[src/rtl/tt_sweep_capture_if.sv]
// Bundles the handshake and data signals of the truth-table sweep harness.
// The harness (slave side) drives the classifier inputs and reports results.
// The environment (master side) requests sweeps and returns the function output.
//
// Signals:
//   start_i     sweep request, honoured only while the harness is idle
//   expected_i  reference truth table, latched when a sweep is accepted
//   x_o         input vector presented to the classifier
//   f_i         classifier output for the vector currently presented
//   busy_o      sweep (or drain of the capture pipeline) in progress
//   done_o      one-cycle pulse when tt_o / ones_o / match_o are final
//   tt_o        captured truth table, tt_o[k] = f(x = k)
//   ones_o      popcount of tt_o
//   match_o     tt_o equals the latched reference table
`timescale 1ns/1ps

interface tt_sweep_capture_if #(
    parameter int N_IN = 7
);
    localparam int TT_W = 1 << N_IN;

    logic            start_i;
    logic [TT_W-1:0] expected_i;
    logic [N_IN-1:0] x_o;
    logic            f_i;
    logic            busy_o;
    logic            done_o;
    logic [TT_W-1:0] tt_o;
    logic [N_IN:0]   ones_o;
    logic            match_o;

    modport master (
        output start_i,
        output expected_i,
        output f_i,
        input  x_o,
        input  busy_o,
        input  done_o,
        input  tt_o,
        input  ones_o,
        input  match_o
    );

    modport slave (
        input  start_i,
        input  expected_i,
        input  f_i,
        output x_o,
        output busy_o,
        output done_o,
        output tt_o,
        output ones_o,
        output match_o
    );
endinterface

[src/rtl/tt_sweep_capture.sv]
// Truth-table sweep harness for an N_IN-input combinational classifier.
// On an accepted start it walks x_o through 0 .. 2^N_IN-1, one value per
// cycle, captures the classifier output for every index into tt_o, keeps a
// running popcount and finally compares the table against a reference.
//
// Ports:
//   clk  system clock, everything on the rising edge
//   rst  synchronous active-high reset, overrides everything including a sweep
//   bus  tt_sweep_capture_if slave modport (start/expected in, x out, f in,
//        busy/done/tt/ones/match out)
//
// Parameters:
//   N_IN  number of classifier inputs (table width 2^N_IN)
//   LAT   cycles from x_o to the matching f_i (0 = purely combinational)
//
// done_o and match_o are registered from the DONE state, so they become
// visible one cycle after DONE, i.e. 2^N_IN+LAT+1 cycles after the start edge.
`timescale 1ns/1ps

module tt_sweep_capture #(
    parameter int N_IN = 7,
    parameter int LAT  = 0
) (
    input  logic               clk,
    input  logic               rst,
    tt_sweep_capture_if.slave  bus
);
    localparam int TT_W = 1 << N_IN;
    localparam int DW   = (LAT > 1) ? $clog2(LAT) : 1;
    localparam logic [DW-1:0] DRAIN_LAST = DW'((LAT > 0) ? (LAT - 1) : 0);

    typedef enum logic [1:0] {
        IDLE,
        SWEEP,
        DRAIN,
        DONE
    } state_t;

    state_t          state;
    state_t          next_state;

    logic [N_IN-1:0] drive_cnt;
    logic [DW-1:0]   drain_cnt;
    logic [TT_W-1:0] expected_q;
    logic [TT_W-1:0] tt;
    logic [N_IN:0]   ones;
    logic            match;
    logic            done;

    logic            busy;
    logic [N_IN-1:0] drive_x;
    logic            accept;

    logic            cap_valid;
    logic [N_IN-1:0] cap_idx;

    // State register.
    always_ff @(posedge clk) begin
        if (rst) begin
            state <= IDLE;
        end else begin
            state <= next_state;
        end
    end

    // Next-state logic plus the combinational outputs. The drive counter
    // saturates at the last index, so SWEEP leaves on the all-ones value
    // instead of letting the counter wrap and re-drive index 0.
    always_comb begin
        next_state = state;
        busy       = 1'b0;
        drive_x    = '0;
        accept     = 1'b0;
        case (state)
            IDLE: begin
                if (bus.start_i) begin
                    accept     = 1'b1;
                    next_state = SWEEP;
                end
            end
            SWEEP: begin
                busy    = 1'b1;
                drive_x = drive_cnt;
                if (&drive_cnt) begin
                    next_state = (LAT > 0) ? DRAIN : DONE;
                end
            end
            DRAIN: begin
                busy    = 1'b1;
                drive_x = drive_cnt;
                if (drain_cnt == DRAIN_LAST) begin
                    next_state = DONE;
                end
            end
            DONE: begin
                next_state = IDLE;
            end
            default: begin
                next_state = IDLE;
            end
        endcase
    end

    // Capture tag: which index the current f_i belongs to. With LAT=0 it is
    // the index being driven right now; otherwise a valid/index shift line
    // of depth LAT delays the tag to line up with the function's pipeline.
    generate
        if (LAT == 0) begin : g_no_delay
            assign cap_valid = (state == SWEEP);
            assign cap_idx   = drive_cnt;
        end else begin : g_delay
            logic [LAT-1:0]           pipe_valid;
            logic [LAT-1:0][N_IN-1:0] pipe_idx;

            // Tag shift line; only SWEEP cycles inject valid tags so the
            // held index during DRAIN is never captured twice.
            always_ff @(posedge clk) begin
                if (rst) begin
                    pipe_valid <= '0;
                    pipe_idx   <= '0;
                end else begin
                    pipe_valid[0] <= (state == SWEEP);
                    pipe_idx[0]   <= drive_cnt;
                    for (int i = 1; i < LAT; i++) begin
                        pipe_valid[i] <= pipe_valid[i-1];
                        pipe_idx[i]   <= pipe_idx[i-1];
                    end
                end
            end

            assign cap_valid = pipe_valid[LAT-1];
            assign cap_idx   = pipe_idx[LAT-1];
        end
    endgenerate

    // Datapath: counters, table capture, popcount and the final compare.
    // The compare runs in DONE, after the last bit has landed in tt.
    always_ff @(posedge clk) begin
        if (rst) begin
            drive_cnt  <= '0;
            drain_cnt  <= '0;
            expected_q <= '0;
            tt         <= '0;
            ones       <= '0;
            match      <= 1'b0;
            done       <= 1'b0;
        end else begin
            done <= (state == DONE);
            if (accept) begin
                expected_q <= bus.expected_i;
                tt         <= '0;
                ones       <= '0;
                match      <= 1'b0;
                drive_cnt  <= '0;
                drain_cnt  <= '0;
            end else begin
                if ((state == SWEEP) && !(&drive_cnt)) begin
                    drive_cnt <= drive_cnt + 1'b1;
                end
                if (state == DRAIN) begin
                    drain_cnt <= drain_cnt + 1'b1;
                end
                if (cap_valid) begin
                    tt[cap_idx] <= bus.f_i;
                    ones        <= ones + (N_IN+1)'(bus.f_i);
                end
                if (state == DONE) begin
                    match <= (tt == expected_q);
                end
            end
        end
    end

    assign bus.x_o     = drive_x;
    assign bus.busy_o  = busy;
    assign bus.done_o  = done;
    assign bus.tt_o    = tt;
    assign bus.ones_o  = ones;
    assign bus.match_o = match;

endmodule

[src/flat_wrapper.sv]
// flat-port wrapper written by rule: the top's interface ports become plain ports
module tt_sweep_capture_flat 
#(
    parameter int N_IN = 7,
    parameter int LAT  = 0
)
  (clk, rst, bus_start_i, bus_expected_i, bus_f_i, bus_x_o, bus_busy_o, bus_done_o, bus_tt_o, bus_ones_o, bus_match_o);
  tt_sweep_capture_if #(.N_IN(N_IN)) bus_i ();
  input  logic clk;
  input  logic rst;
  input wire logic [$bits(bus_i.start_i)-1:0] bus_start_i;
  input wire logic [$bits(bus_i.expected_i)-1:0] bus_expected_i;
  input wire logic [$bits(bus_i.f_i)-1:0] bus_f_i;
  output wire logic [$bits(bus_i.x_o)-1:0] bus_x_o;
  output wire logic [$bits(bus_i.busy_o)-1:0] bus_busy_o;
  output wire logic [$bits(bus_i.done_o)-1:0] bus_done_o;
  output wire logic [$bits(bus_i.tt_o)-1:0] bus_tt_o;
  output wire logic [$bits(bus_i.ones_o)-1:0] bus_ones_o;
  output wire logic [$bits(bus_i.match_o)-1:0] bus_match_o;
  assign bus_i.start_i = bus_start_i;
  assign bus_i.expected_i = bus_expected_i;
  assign bus_i.f_i = bus_f_i;
  assign bus_x_o = bus_i.x_o;
  assign bus_busy_o = bus_i.busy_o;
  assign bus_done_o = bus_i.done_o;
  assign bus_tt_o = bus_i.tt_o;
  assign bus_ones_o = bus_i.ones_o;
  assign bus_match_o = bus_i.match_o;
  tt_sweep_capture #(.N_IN(N_IN), .LAT(LAT)) u_core (.clk(clk), .rst(rst), .bus(bus_i));
endmodule
[config.mk]
export PLATFORM = sky130hd
export DESIGN_NAME = tt_sweep_capture_flat
export DESIGN_NICKNAME = d
export VERILOG_FILES = /design/src/rtl/tt_sweep_capture_if.sv /design/src/rtl/tt_sweep_capture.sv /design/src/flat_wrapper.sv
export SDC_FILE = /design/constraint.sdc
export NUM_CORES = 1
export LEC_CHECK = 0
export ABC_AREA = 0
export CAP_MARGIN = 20
export CORE_MARGIN = 5
export CORE_UTILIZATION = 45
export CTS_BUF_LIST = sky130_fd_sc_hd__clkbuf_4
export CTS_CLUSTER_DIAMETER = 100
export CTS_CLUSTER_SIZE = 12
export DETAILED_ROUTE_END_ITERATION = 10
export PLACE_DENSITY = 0.78
export SLEW_MARGIN = 20
export SYNTH_ARGS = -nofsm -noshare
export SYNTH_HDL_FRONTEND = slang
export SYNTH_SLANG_ARGS = --single-unit
export TNS_END_PERCENT = 20
[constraint.sdc]
create_clock -name clk -period 2.2 [get_ports clk]
set_input_delay 0.55 -clock clk [delete_from_list [all_inputs] [get_ports clk]]
set_output_delay 0.55 -clock clk [all_outputs]
set_load 0.02 [all_outputs]
==> run metrics, run 1 <==
status finished with violations; failing checks negative setup slack; Worst-path clk slew 0.13 ns; final worst path period share 106%; CTS tree yes; Slew Limit Fails 0; Num CTS Buffers 26; setup ws final -0.124 ns; initial antenna violation count 1; Layout Utilization 59.6%; FMAX 430 MHz; WL/cell roughly 24 um; worst-margin pin slew between 0.7 and 0.8 ns; site row count 60; final WL 52000 um; DRT antenna net count 0; Yosys top cell area share 45.6%; GR Overflow Total 0; endpoints failing hold 0; Critical Path RT around 1.7 ns; Syn Area/Cell 7.79 um2; RSZ-0062 raised after global routing yes; Layout area overhead 31.3%; Leakage Power 6.61 nW; CTS Hold Buffers Added 0; top post-synthesis cells by area dfxtp_1 (46%), a21oi_1 (11%), nand2_1 (9.6%), nand3_1 (5.5%), o21ai_0 (4.7%); dpl cells 2156; max-cap violations 0; GP Congestion 1.02; largest net degree at the start of global routing 132; DRT Pass-1 Iters 8; die outline height 174 um; Max FO, Critical Path 4; Vias/cell 5.94; Crit Path Category reg2out; Peak VDD IR 0.000454 V; HP Class in2reg; sequential area share after synthesis 45.6%; DPL Wire Length 37900 um; I/O pin count 278; nets about 2k; PD cells 656 nW/um2; global-route wire length before repair 77400 um; DR DRC count 0; Slew headroom 53.1%; Yosys warnings 0; synthesized instance count 1556; Net Count, Synth 1696; Max clock buf depth 3; port bufs between 200 and 300; root buf cell clkbuf_4; largest area contributor in the netlist dfxtp_1; minimum hold slack between 0.2 and 0.25 ns; gr usage total 32.8%; post-route cell area 15900 um2; CTS HTree Levels 1; Iter 0 DRT Violations 1546; share of post-route cells with drive strength above 1 8.97%; main flop type after synthesis dfxtp_1; Post-Place Worst Slack 0.00148 ns; Non-Filler Instances about 2.2k; clock latency at the later pin of the worst-skew pair 0.74 ns; Arrival @ worst endpoint 1.77 ns; min Tclk post-route approximately 2.3 ns; Async SR Flop Fraction 0%; Starting Density 45.4%; CP Capture Type primary output; die footprint 30300 um2; synthesized area 12100 um2; FF+latch count, synth 276; clock sink count ~280; Final Setup Violations 7; fill count 2478; vias in the first global route around 12k; Netlist cell types a little under 50; Layout Skew 0.0338 ns; DR vias 13.0k; core area 26700 um2; critical path startpoint category register; Chip Width around 170 um; Post-DP Area 15800 um2; EDFF count, synth 0
==> cells in the mapped netlist (16+ instances only) <==
cell type  instances
a21oi_1          259
buf_2             17
clkbuf_1          87
dfxtp_1          276
inv_1             44
nand2_1          309
nand2b_1          17
nand3_1          134
nand4_1           16
nor2_1            30
nor2b_1           45
nor4_1            18
o21ai_0          115
xor2_1            62
==> stage by stage <==
| step | TNS, ns | total power (W) |
|---|---|---|
| final | -0.791 | 0.0104 |
| after global routing | -1.24 | 0.0108 |
| after CTS | -0.769 | 0.0103 |
| after detailed placement | 0 | 0.00813 |
| after global placement | 0 | 0.00809 |
| after floorplan | 0 | 0.00692 |
==> worst max-delay path, cell delays in order (launching register included) <==
cell	delay [ns]
dfxtp_2	0.36
inv_2	0.05
ha_4	0.29
buf_6	0.12
and2_4	0.14
buf_6	0.11
==> path summary, 6_finish.rpt <==
kind,startpoint,to,slack [ns],depth (start not counted)
min reg2reg,u_core.expected_q[8],u_core.expected_q[8],0.47,2
max reg2reg,u_core.bus.tt_o[125],u_core.bus.match_o,0.04,7
max,u_core.state[1],bus_x_o[2],-0.12,5
min,bus_f_i,u_core.bus.ones_o[0],0.24,4
==> cell usage in the layout, fill, tap and decap left out, drive strengths merged, types with 28 or more instances in the layout <==
master / n
nand3: 134
a21oi: 259
nor2b: 46
buf: 113
nand2: 309
nor2: 30
dfxtp: 276
xor2: 62
clkbuf: 28
dlygate4sd2: 136
clkdlybuf4s50: 129
o21ai: 115
inv: 44
==> flip-flops by register name (all words and copies together), names as in the netlist <==
signal and count:
u_core.bus.ones_o 8, u_core.drain_cnt 1, u_core.bus.done_o 1, u_core.bus.tt_o 128
u_core.bus.match_o 1, u_core.expected_q 128, u_core.cap_idx 7, u_core.state 2
==> report_power, final <==
group	internal, W	leakage, nW	switching, W
logic	0.00109	4.24	0.00159
registers	0.00530	2.24	0.000256
clock network	0.000562	0.124	0.00164
==> final cells by class <==
class                   instances  area [um2]  share of cell area [%]
clock buffers                  27         203                    1.27
flip-flops and latches        276        5530                    34.7
inverters                      44         165                    1.04
multi-input cells            1123        6030                    37.9
diodes                          2        5.00                  0.0314
well taps                     341         427                    2.68
repair buffers                380        3550                    22.3
==> logic make-up (layout without fill, tap and decap cells) <==
| family | Yosys count | count (layout) | synth area share (%) |
|---|---|---|---|
| buf+inv | 157 | 451 | 5.04 |
| fa+ha+maj | 8 | 8 | 0.826 |
| mux | 8 | 8 | 0.661 |
| simple gates | 610 | 610 | 23.3 |
| flops | 276 | 276 | 45.6 |
| compound gates | 424 | 424 | 19.3 |
| other cells | 0 | 2 | 0 |
| xor+xnor | 73 | 73 | 5.27 |
==> per-layer routing <==
metal,track usage [%],vias up,routed length [um]
li1,-,5905,-
met1,44.2,6163,20400
met2,51.7,828,22900
met3,7.66,129,6260
met4,11.7,0,2370
met5,0,-,0
==> repair_timing <==
action	4_1_cts	5_1_grt
pin swaps	0	1
endpoints found under the setup margin	146	10
buffers inserted	4	4
gates resized for setup	195	10
cloned	0	0
Power figures use the tool's default switching activity.
==> run 2, diff against run 1 <==
- CORE_ASPECT_RATIO: unset -> 1.75
- CTS_CLUSTER_SIZE: 12 -> unset
==> run 2 against run 1 <==
Compared with the run above:
- the run still ends with negative setup slack left
- wire length is 3.9% higher
- worst setup slack improved by 0.0026 ns
- maximum frequency rose by 0.11%
==> run metrics, run 2 (synthesis gave the netlist of run 1 again) <==
status finished with violations; failing checks negative setup slack; area occupied by multi-input gates 6030 um2 (about the same); CP Capture Type primary output; DPL Wire Length 38800 um (+2.4%); Peak VDD IR 0.000485 V (+6.9%); die footprint 30500 um2 (+0.43%); Post-DP Area 15800 um2 (+0.28%); worst-margin pin slew 0.716 ns (+0.0127 ns); Pwr Total 0.0126 W (+21%); share of post-route cells with drive strength above 1 13.3% (+4.3 points); clock sink count 276 (unchanged); Non-Filler Instances 2278 (+3.9%); final worst path period share 105% (-0.12 points); Num CTS Buffers 68 (+160%); Max stage delay on crit path 0.34 ns (-0.02 ns); core area 26600 um2 (-0.51%); Slew Limit Fails 0 (unchanged); Storage cell area 5530 um2 (about the same); port bufs 277 (unchanged); HP Class in2reg; gr usage total 34.4% (+1.5 points); min Tclk post-route 2.32 ns (-0.00260 ns); dpl cells 2156 (unchanged); Vias/cell 5.90 (-0.62%); CTS tree yes; GR Overflow Total 0 (unchanged); CTS Hold Buffers Added 0 (unchanged); Final TNS setup -0.391 ns (+0.401 ns); Leakage Power 7.02 nW (+6.3%); Layout Utilization 62.3% (+2.8 points); Critical Path RT 1.65 ns (about the same); DR DRC count 0 (unchanged); Final Setup Violations 7 (unchanged); final WL 54000 um (+3.9%); max-cap violations 0 (unchanged); slowest cell on the critical path dfxtp_2; Iter 0 DRT Violations 1837 (+19%); initial antenna violation count 2 (+1); Chip Width 134 um (-23%); commonest cells after routing, fill and taps aside nand2_1 (307), dfxtp_1 (271), a21oi_1 (259); Layout area overhead 36.7%; Arrival @ worst endpoint 1.77 ns (about the same); RSZ-0062 raised after global routing yes; GP Congestion 1.02 (+0.72%); Crit path top cell by count buf_6; critical path startpoint category register; Slew headroom 52.1% (-1.0 points); most common cell after layout, fill and taps aside nand2_1; I/O pin count 278 (unchanged); root buf cell clkbuf_4; post-route cell area 16600 um2 (+4.1%); PD cells 762 nW/um2 (+16%); site row count 79 (+32%); FMAX 431 MHz (+0.11%); Crit Path Category reg2out; Worst-path clk slew 0.06 ns (-0.07 ns); endpoints failing hold 0 (unchanged); nets 2048 (+2.9%); die outline height 227 um (+30%); clock latency at the later pin of the worst-skew pair 0.76 ns (+0.02 ns); largest net degree at the start of global routing 132 (unchanged); Layout Skew 0.0392 ns (+0.00534 ns); setup ws final -0.121 ns (+0.00260 ns); DRT antenna net count 0 (unchanged); vias in the first global route 13.0k (+4.0%); DRT Pass-1 Iters 8 (unchanged); DR vias 13.4k (+3.2%); Starting Density 45.6% (+0.23 points); fill count 2442 (-1.5%); global-route wire length before repair 78200 um (+1.1%); WL/cell 23.7 um (about the same); CTS HTree Levels 3 (+2); Max FO, Critical Path 8 (+4); CP cell instances inv_2 -> ha_4 -> buf_6 -> and2_4 -> buf_6; Max clock buf depth 3 (unchanged)
run 2: cell count changes in the layout (fill, tap and decap cells not counted), moves of 3 or more:
cell / before / now
clkbuf_4: 27 / 98
buf_4: 90 / 111
clkinv_1: 0 / 11
buf_12: 14 / 8
dlygate4sd2_1: 136 / 130
and2_1: 4 / 9
and2_4: 8 / 3
clkdlybuf4s15_1: 1 / 4
run 2: power by group:
group	total (W)	internal, W	switching [W]
Clock	0.00438	0.00227	0.00211
Sequential	0.00554	0.00530	0.000244
Combinational	0.00270	0.00108	0.00162
run 2: final timing paths:
| check | end | depth (start not counted) | start | slack [ns] |
|---|---|---|---|---|
| hold reg to reg | u_core.expected_q[3] | 2 | u_core.expected_q[3] | 0.46 |
| hold / removal | u_core.bus.ones_o[0] | 4 | bus_f_i | 0.23 |
| setup / recovery | bus_x_o[5] | 5 | u_core.state[0] | -0.12 |
| setup reg to reg | u_core.bus.match_o | 7 | u_core.expected_q[8] | 0.08 |
run 2: repair_timing:
item,4_1_cts,5_1_grt
buffers inserted,4,2
pin swaps,0,1
endpoints found under the setup margin,146,19
gates resized for setup,198,13
run 2: final cells by class:
type	count	share of cell area, %
multi-input combinational	1123	36.4
sequential	276	33.4
timing repair buffer	395	21.6
clock buffer	98	4.44
tap	324	2.45
inverter	44	0.997
clock inverter	16	0.687
antenna	2	0.0302
run 2: routing by layer:
layer / share of wire, % / wire, um / track usage, % / vias up
li1: - / - / - / 6075
met1: 34 / 18200 / 36.9 / 6241
met2: 47 / 25500 / 56.7 / 891
met3: 8.7 / 4720 / 8.09 / 239
met4: 10 / 5530 / 29.4 / 0
met5: 0 / 0 / 0 / -
run 2: stage by stage:
step	hold slack (ns)	setup WS (ns)
2_1_floorplan	0.436	0.346
3_3_place_gp	0.445	-0.0805
3_5_place_dp	0.450	-0.0878
4_1_cts	0.182	-0.164
5_1_grt	0.256	-0.183
6_report	0.227	-0.121
run 2: critical path, delay by kind of cell (launching register included):
kind                     cells  cell delay [ns]
flip-flops                   1             0.34
adder cells (fa/ha/maj)      1             0.30
buffers and inverters        3             0.26
AND/OR/NAND/NOR              1             0.13
